File: src/rtl/march_pkg.sv
// Shared types and default limits for the invader march controller slice.
package march_pkg;

  typedef enum logic [2:0] {
    MARCH_R,
    DESC_R,
    MARCH_L,
    DESC_L,
    LANDED
  } march_state_e;

  typedef logic [11:0] edge_t;

  localparam int DEF_RIGHT_LIMIT    = 600;
  localparam int DEF_LEFT_LIMIT     = 8;
  localparam int DEF_BOTTOM_LIMIT   = 400;
  localparam int DEF_FORMATION_H    = 128;
  localparam int DEF_DESCEND_FRAMES = 15;
  localparam int DEF_KILLS_PER_STEP = 5;
  localparam int DEF_MAX_LEVEL      = 7;

  // Screen coordinates are 11 bits; sums are widened so they never wrap.
  function automatic edge_t widenSum(input logic [10:0] a, input logic [10:0] b);
    return {1'b0, a} + {1'b0, b};
  endfunction

endpackage

File: src/rtl/invader_speed_ladder.sv
// Kill counter and speed level: every KILLS_PER_STEP kills raises the level
// by one (saturating at MAX_LEVEL) and emits a one-cycle speedUp pulse.
module invader_speed_ladder
  import march_pkg::*;
#(
  parameter int KILLS_PER_STEP = DEF_KILLS_PER_STEP,
  parameter int MAX_LEVEL      = DEF_MAX_LEVEL
) (
  input  logic       clk,
  input  logic       resetN,
  input  logic       gameRestart,
  input  logic       invaderKilled,
  output logic       speedUp,
  output logic [2:0] speedLevel
);

  logic [5:0] killCnt_q, killCnt_d;
  logic [2:0] level_q, level_d;
  logic       speedUp_q, speedUp_d;

  always_ff @(posedge clk or negedge resetN) begin
    if (!resetN) begin
      killCnt_q <= '0;
      level_q   <= '0;
      speedUp_q <= 1'b0;
    end else begin
      killCnt_q <= killCnt_d;
      level_q   <= level_d;
      speedUp_q <= speedUp_d;
    end
  end

  // The counter wraps on every step even when the level is already saturated.
  always_comb begin
    killCnt_d = killCnt_q;
    level_d   = level_q;
    speedUp_d = 1'b0;
    if (gameRestart) begin
      killCnt_d = '0;
      level_d   = '0;
    end else if (invaderKilled) begin
      if (killCnt_q == 6'(KILLS_PER_STEP - 1)) begin
        killCnt_d = '0;
        if (level_q < 3'(MAX_LEVEL)) begin
          level_d   = level_q + 3'd1;
          speedUp_d = 1'b1;
        end
      end else begin
        killCnt_d = killCnt_q + 6'd1;
      end
    end
  end

  assign speedUp    = speedUp_q;
  assign speedLevel = level_q;

endmodule

File: src/rtl/invader_march_ctrl.sv
// Formation march controller: edge turns, timed descents, speed ladder.
// Define MARCH_BOTTOM_DETECT_EN to enable landing detection (LANDED state).
module invader_march_ctrl
  import march_pkg::*;
#(
  parameter int RIGHT_LIMIT    = DEF_RIGHT_LIMIT,
  parameter int LEFT_LIMIT     = DEF_LEFT_LIMIT,
  parameter int BOTTOM_LIMIT   = DEF_BOTTOM_LIMIT,
  parameter int FORMATION_H    = DEF_FORMATION_H,
  parameter int DESCEND_FRAMES = DEF_DESCEND_FRAMES,
  parameter int KILLS_PER_STEP = DEF_KILLS_PER_STEP,
  parameter int MAX_LEVEL      = DEF_MAX_LEVEL
) (
  input  logic        clk,
  input  logic        resetN,
  input  logic        startOfFrame,
  input  logic [10:0] topLeftX,
  input  logic [10:0] topLeftY,
  input  logic [10:0] leftColOffset,
  input  logic [10:0] rightColOffset,
  input  logic        invaderKilled,
  input  logic        gameRestart,
  output logic        chgDir,
  output logic        descendDone,
  output logic        speedUp,
  output logic [2:0]  speedLevel,
  output logic        dirRight,
  output logic        reachedBottom
);

  march_state_e state_q, state_d;
  logic [7:0]   descCnt_q, descCnt_d;
  logic         dirRight_q, dirRight_d;
  logic         chgDir_q, chgDir_d;
  logic         descendDone_q, descendDone_d;
  logic         reachedBottom_q, reachedBottom_d;

  edge_t rightEdge, leftEdge;
  logic  edgesValid, rightHit, leftHit, bottomHit;

  assign rightEdge  = widenSum(topLeftX, rightColOffset);
  assign leftEdge   = widenSum(topLeftX, leftColOffset);
  // An all-dead formation has no meaningful extents, so it never turns.
  assign edgesValid = (leftColOffset <= rightColOffset);
  assign rightHit   = edgesValid && (rightEdge >= edge_t'(RIGHT_LIMIT));
  assign leftHit    = edgesValid && (leftEdge <= edge_t'(LEFT_LIMIT));

`ifdef MARCH_BOTTOM_DETECT_EN
  edge_t bottom;
  assign bottom    = widenSum(topLeftY, 11'(FORMATION_H));
  assign bottomHit = (bottom >= edge_t'(BOTTOM_LIMIT));
`else
  logic unusedBottom;
  assign unusedBottom = ^topLeftY;
  assign bottomHit    = 1'b0;
`endif

  always_ff @(posedge clk or negedge resetN) begin
    if (!resetN) begin
      state_q         <= MARCH_R;
      descCnt_q       <= '0;
      dirRight_q      <= 1'b1;
      chgDir_q        <= 1'b0;
      descendDone_q   <= 1'b0;
      reachedBottom_q <= 1'b0;
    end else begin
      state_q         <= state_d;
      descCnt_q       <= descCnt_d;
      dirRight_q      <= dirRight_d;
      chgDir_q        <= chgDir_d;
      descendDone_q   <= descendDone_d;
      reachedBottom_q <= reachedBottom_d;
    end
  end

  // Landing outranks any turn or descent completion evaluated in the same frame.
  always_comb begin
    state_d         = state_q;
    descCnt_d       = descCnt_q;
    dirRight_d      = dirRight_q;
    chgDir_d        = 1'b0;
    descendDone_d   = 1'b0;
    reachedBottom_d = reachedBottom_q;
    if (gameRestart) begin
      state_d         = MARCH_R;
      descCnt_d       = '0;
      dirRight_d      = 1'b1;
      reachedBottom_d = 1'b0;
    end else if (startOfFrame) begin
      if (bottomHit && state_q != LANDED) begin
        state_d         = LANDED;
        reachedBottom_d = 1'b1;
      end else begin
        case (state_q)
          MARCH_R: begin
            if (rightHit) begin
              chgDir_d  = 1'b1;
              descCnt_d = 8'(DESCEND_FRAMES);
              state_d   = DESC_R;
            end
          end
          DESC_R: begin
            descCnt_d = descCnt_q - 8'd1;
            if (descCnt_q == 8'd1) begin
              descendDone_d = 1'b1;
              dirRight_d    = 1'b0;
              state_d       = MARCH_L;
            end
          end
          MARCH_L: begin
            if (leftHit) begin
              chgDir_d  = 1'b1;
              descCnt_d = 8'(DESCEND_FRAMES);
              state_d   = DESC_L;
            end
          end
          DESC_L: begin
            descCnt_d = descCnt_q - 8'd1;
            if (descCnt_q == 8'd1) begin
              descendDone_d = 1'b1;
              dirRight_d    = 1'b1;
              state_d       = MARCH_R;
            end
          end
          default: begin
            state_d = state_q;
          end
        endcase
      end
    end
  end

  invader_speed_ladder #(
    .KILLS_PER_STEP(KILLS_PER_STEP),
    .MAX_LEVEL     (MAX_LEVEL)
  ) uLadder (
    .clk          (clk),
    .resetN       (resetN),
    .gameRestart  (gameRestart),
    .invaderKilled(invaderKilled),
    .speedUp      (speedUp),
    .speedLevel   (speedLevel)
  );

  assign chgDir        = chgDir_q;
  assign descendDone   = descendDone_q;
  assign dirRight      = dirRight_q;
  assign reachedBottom = reachedBottom_q;

endmodule

File: config.mk
export PLATFORM = sky130hd
export DESIGN_NAME = invader_march_ctrl
export DESIGN_NICKNAME = d
export VERILOG_FILES = /design/src/rtl/march_pkg.sv /design/src/rtl/invader_speed_ladder.sv /design/src/rtl/invader_march_ctrl.sv
export SDC_FILE = /design/constraint.sdc
export NUM_CORES = 1
export LEC_CHECK = 0
export CAP_MARGIN = 20
export CORE_ASPECT_RATIO = 0.75
export CORE_MARGIN = 5
export CORE_UTILIZATION = 40
export CTS_CLUSTER_SIZE = 40
export DETAILED_ROUTE_END_ITERATION = 16
export PLACE_DENSITY_LB_ADDON = 0.12
export SKIP_LAST_GASP = 1
export SLEW_MARGIN = 20
export SYNTH_ARGS = -nofsm -noshare
export SYNTH_HDL_FRONTEND = slang
export SYNTH_SLANG_ARGS = --single-unit
File: constraint.sdc
create_clock -name clk -period 2.36 [get_ports clk]
set_input_delay 0.236 -clock clk [delete_from_list [all_inputs] [get_ports clk]]
set_output_delay 0.236 -clock clk [all_outputs]
set_load 0.005 [all_outputs]
Word-level counts from Yosys, hierarchy flattened
Index checks and enable logic that the tools add are counted.
Widths: inputs -> output; s select.
- bits in registers: 24
- latch bits: 0
- memory bits (writable): 0
- ROM bits: 0
- bits of input ports: 49
- output and inout bits: 8
- word-level logic and storage cells: 78
- memories kept: 0
- add/sub/neg operators: 5
- multiply operators: 0
- div/mod/pow operators: 0
- order comparisons: 4
- eq/ne operators: 9
- shift-type cells: 0
- multiplexer cells: 37
- bitwise gates (word level): 0
- reduce and logical (&&, ||, !) cells: 15
- operators with widths (cell ; number):
    $mux 8 ; 4
    $mux 3 ; 10
    $add 11x11->12 ; 2
    $pmux 8 s3 ; 1
    $mux 6 ; 3
    $mux 1 ; 16
    $ge 12x10->1 const B ; 1
    $le 12x4->1 const B ; 1
    $ne 3x3->1 const B ; 4
    $pmux 3 s4 ; 1
    $le 11x11->1 ; 1
    $eq 8x1->1 const B ; 1
    $reduce_and 4->1 ; 2
    $reduce_bool 2->1 ; 4
    $sub 8x1->8 const B ; 1
    $add 6x1->6 const B ; 1
    $eq 3x2->1 const B ; 2
    $eq 6x3->1 const B ; 1
    $reduce_and 6->1 ; 1
    $reduce_bool 5->1 ; 1
    $pmux 1 s2 ; 2
    $reduce_bool 4->1 ; 1
    $add 3x1->3 const B ; 1
    $eq 3x1->1 const B ; 1
    other kinds (6) ; 7

Logic depth before layout (Yosys ltp)
- word-level depth: 7
- mapped depth: 12
- mapped depth without buffers: 11

Hierarchy
A second synthesis with hierarchy kept.
- cells, all modules: 335
- area total of the unflattened synthesis: 2803.9 µm²
- by module, submodules not included (module ; instances ; cells an instance ; area an instance (µm²) ; sequential area each (µm²)):
    invader_march_ctrl ; 1 ; 278 ; 2227.1 ; 326.6
    invader_speed_ladder ; 1 ; 57 ; 576.8 ; 250.2

Worst setup path after synthesis
No wires, ideal clock.
- kind: input -> register
- start: input topLeftX[3]
- end: register descCnt_q[5]
- data arrival time: 2.983 ns
- required time: 2.238 ns
- path slack: -0.744 ns
- cell stages on the path: 12
- buffers on the path: 2
- path through: ha_1 > buf_6 > a211o_1 > a311oi_2 > o21bai_1 > a2111o_1 > a32oi_2 > a211oi_1 > or4_4 > buf_6 > and4_4 > a32o_1
- word-level cells in the longest chain between the ends: 5
- elaborated cells between the ends (all ways): 9
- those cells by class: add/sub (2); order compare (2); eq/ne (2); reduce/logical (3)
- ends and longest elaborated chain (what ; RTL line ; RTL):
    start: declaration ; invader_march_ctrl.sv:17 ; input logic [10:0] topLeftX,
    $add 11x11->12 ; march_pkg.sv:24 ; return {1'b0, a} + {1'b0, b};
    $le 12x4->1 or $ge 12x10->1 (tied branches) ; invader_march_ctrl.sv:46, invader_march_ctrl.sv:45 ;
    $logic_and 1x1->1, on equally long branches ; invader_march_ctrl.sv:46, invader_march_ctrl.sv:45 ;
    $ne 3x3->1 (no line) ; -- ;
    $reduce_and 4->1 (no line) * ; -- ;
    end signal: assignment ; invader_march_ctrl.sv:68 ; descCnt_q <= descCnt_d;
    end: declaration ; invader_march_ctrl.sv:32 ; logic [7:0] descCnt_q, descCnt_d;
Mark *: on every way between the ends. The rest lies on a longest branch, timed or not.
A chain may end at the register's enable or synchronous reset.

Worst setup path after layout
- start: input topLeftX[0]
- end: register state_q[0]
- word-level cells in the longest chain between the ends: 5
- elaborated cells between the ends (all ways): 9
- those cells by class: add/sub (2); order compare (2); eq/ne (2); reduce/logical (3)
- ends and longest elaborated chain (what ; RTL line ; RTL):
    $add 11x11->12 ; march_pkg.sv:24 ;
    $le 12x4->1 or $ge 12x10->1 (tied branches) ; invader_march_ctrl.sv:46, invader_march_ctrl.sv:45 ;
    $logic_and 1x1->1, on equally long branches ; invader_march_ctrl.sv:46, invader_march_ctrl.sv:45 ;
    $ne 3x3->1 (no line) ; -- ;
    $reduce_and 6->1 (no line) * ; -- ;
    end signal: assignment ; invader_march_ctrl.sv:67 ; state_q <= state_d;
    end: declaration ; invader_march_ctrl.sv:31 ; march_state_e state_q, state_d;
Marked as above.

==> run metrics <==
num ports 57; EDFF count, synth 0; Final Cycle Share 1.26; Via Count 2,981; CTS clk-pin slew, worst paths 0.09 ns; buffer depth of the longest clock path 2; Max-cap violations 0; fin cells 541; critical path capture point type flop; Synth Area in Adders 0.205; Synth Area in Compound Gates 0.249; routability cong. 0.852; P_leak 2.02 nW; area delta synth->final 55.5%; Final Critical Period 2.97 ns; placed insts 523; Worst IR Drop VDD 315 µV; crit-path max FO 8; top_reg_cell synth dfrtp_1; width of the die 106 µm; Final Max Slew Viols 0; fillers 587; Seq pwr share 0.242; Final Hold Vio Count 0; row cnt 26; final setup fails 11; Placed Area 0.00386 mm²; port bufs 44; Combinational Power Share 0.634; CTS tree yes; RSZ-0062 raised after global routing yes; combinational family with the most area after synthesis compound AO/OA/AOI/OAI gates; Die ar. 0.00868 mm²; Setup crit start kind primary input; largest net degree at the start of global routing 22; FMAX 337 MHz; Crit path required time 2.52 ns; clock skew 0.00452 ns; gr usage total 0.211; Hold Worst Slack 0.272 ns; Seq/Total Area, Yosys 0.209; GRT overflow 0; top post-synthesis cells by area dfrtp_1 20%, ha_1 19%, nor2_1 4.4%; Remaining DRCs 0; failing checks setup timing; clock sinks 23; placed wire-length estimate 7040 µm; Yosys warning count 0; nets 551; status finished with violations; initial drt markers 145; min-delay worst type primary input to asynchronous set/reset pin; height of the chip 81.9 µm; most frequent cells in the layout 86 x buf_4, 32 x nor2_1, 28 x inv_1; post-synth top area cell dfrtp_1; final setup TNS -5.73 ns; Post-Route WL 8900 µm; Internal Dissipation 1.20 mW; Post-Syn Nets 419; crit path kind primary input to flop; area of the multi-input gates 0.00236 mm²; average vias per placed instance 5.51; DR WL/cell 16.4 µm; Design Power 2.06 mW; CTS Hold Bufs 0; Post-Synth Simple-Gate Area 0.221; relative max-transition margin 0.669; Pre-antenna DRT Iters 4; share of synthesized registers carrying an async set or reset 1.00; clk_lat worst skew 0.27 ns; H-tree lvl count 1; Core Area 0.00677 mm²; ant diodes 0; top-area cell type share of the netlist area 0.200; FF/Latch Area 577 µm²; design area 0.00429 mm²; CTS root buf clkbuf_8; PwrDens 480 mW/mm²; clock share of power 0.123; Mapped Avg Cell Area 8.46 µm²; mux cell area share after synthesis 0.0154; switching power total 0.858 mW; TritonCTS buffer count 3; Unique masters post-synth 73; Synth Area in XOR/XNOR 0.0413; Worst Setup Slack, final -0.608 ns; initial antenna violation count 0; #FFs+latches synth 23; cell area after synthesis 0.00276 mm²; Post-Syn Instances 326; number of global-route vias before repair 2,939; Worst EP arrival 3.13 ns; sw frac 0.417; worst-margin pin slew 0.495 ns; share of cells above drive strength 1 0.370; commonest non-fill, non-tap cell in the layout buf_4; first-pass GRT wire length 14,800 µm; post-route ant nets 0; Starting Density 0.408
worst max-delay path: stages:
cell and delay (ns):
buf_8 0.10, buf_4 0.13, ha_4 0.16, fa_2 0.36, a21oi_2 0.16, o211a_1 0.16
nor3_2 0.05, a2111o_1 0.30, a32oi_2 0.25, a211oi_2 0.11, or4_4 0.61, and3_4 0.19
mux2_4 0.29
synthesized netlist by cell type (3+ instances only):
cell type and instances:
a21o_1 6, nand2_1 15, o21ai_0 13, o21a_1 3
nor2b_1 4, nand4_1 9, xnor2_1 5, inv_1 28
nor3_1 11, clkbuf_1 3, a21oi_1 16, nor4_1 3
or3_1 5, nand2b_1 4, ha_1 42, a31oi_1 6
nand3_1 9, xor2_1 8, dfrtp_1 22, and3_1 9
a211oi_1 4, or2_2 3, a32o_1 3, a41oi_1 3
nor2_1 32
sequential cells by signal, indices dropped and copies added, names as in the netlist:
name and flops:
state_q 2, descendDone 1, uLadder.speedLevel 3, uLadder.killCnt_q 6, uLadder.speedUp 1, chgDir 1, dirRight 1, descCnt_q 8
per-stage QoR:
step	util	worst slack [ns]
global placement	0.571	-1.23
floorplan	-	-0.675
detailed placement	0.571	-1.31
CTS	0.615	-0.660
global route	0.634	-0.686
finish	0.634	-0.608
path summary, 6_finish.rpt:
| path | start | to | slack (ns) | cells after the start |
|---|---|---|---|---|
| setup / recovery | topLeftX[0] | state_q[0] | -0.61 | 13 |
| hold / removal | resetN | uLadder.speedUp | 0.27 | 1 |
| setup reg to reg | state_q[0] | state_q[0] | 0.14 | 6 |
| hold reg to reg | descCnt_q[7] | descCnt_q[7] | 0.55 | 1 |
| max in group asynchronous | resetN | dirRight | 1.46 | 2 |
| min in group clk | descCnt_q[7] | descCnt_q[7] | 0.55 | 1 |
layout make-up:
cell class / count / area share
clock inverters: 1 / 0.00117
flip-flops and latches: 23 / 0.134
clock buffers: 3 / 0.00963
inverters: 28 / 0.0245
well taps: 84 / 0.0245
repair buffers: 136 / 0.256
multi-input cells: 266 / 0.549
power groups by stage:
stage,combinational (mW),clock (mW),sequential [mW]
after global placement,1.06,0,0.499
after global routing,1.44,0.276,0.508
after CTS,1.20,0.258,0.494
after floorplan,0.684,0,0.478
final,1.31,0.254,0.499
after detailed placement,1.07,0,0.501
routing by layer:
metal / GRT usage / share of wire
met1: 0.311 / 0.52
met2: 0.341 / 0.45
met3: 0.0251 / 0.025
met4: 0.0233 / 0.0060
met5: 0 / 0
timing repair:
action / CTS / global route
setup endpoints to repair: 11 / 11
gates resized for setup: 103 / 39
endpoints found under the hold margin: 0 / 0
buffers inserted: 10 / 5
pin swaps: 35 / 41
kinds of logic after synthesis:
family          Yosys count
buf+inv                  37
compound gates           89
fa+ha+maj                44
flops                    23
simple gates            115
other cells               1
xor+xnor                 13
mux                       4
Power figures use the tool's default switching activity.
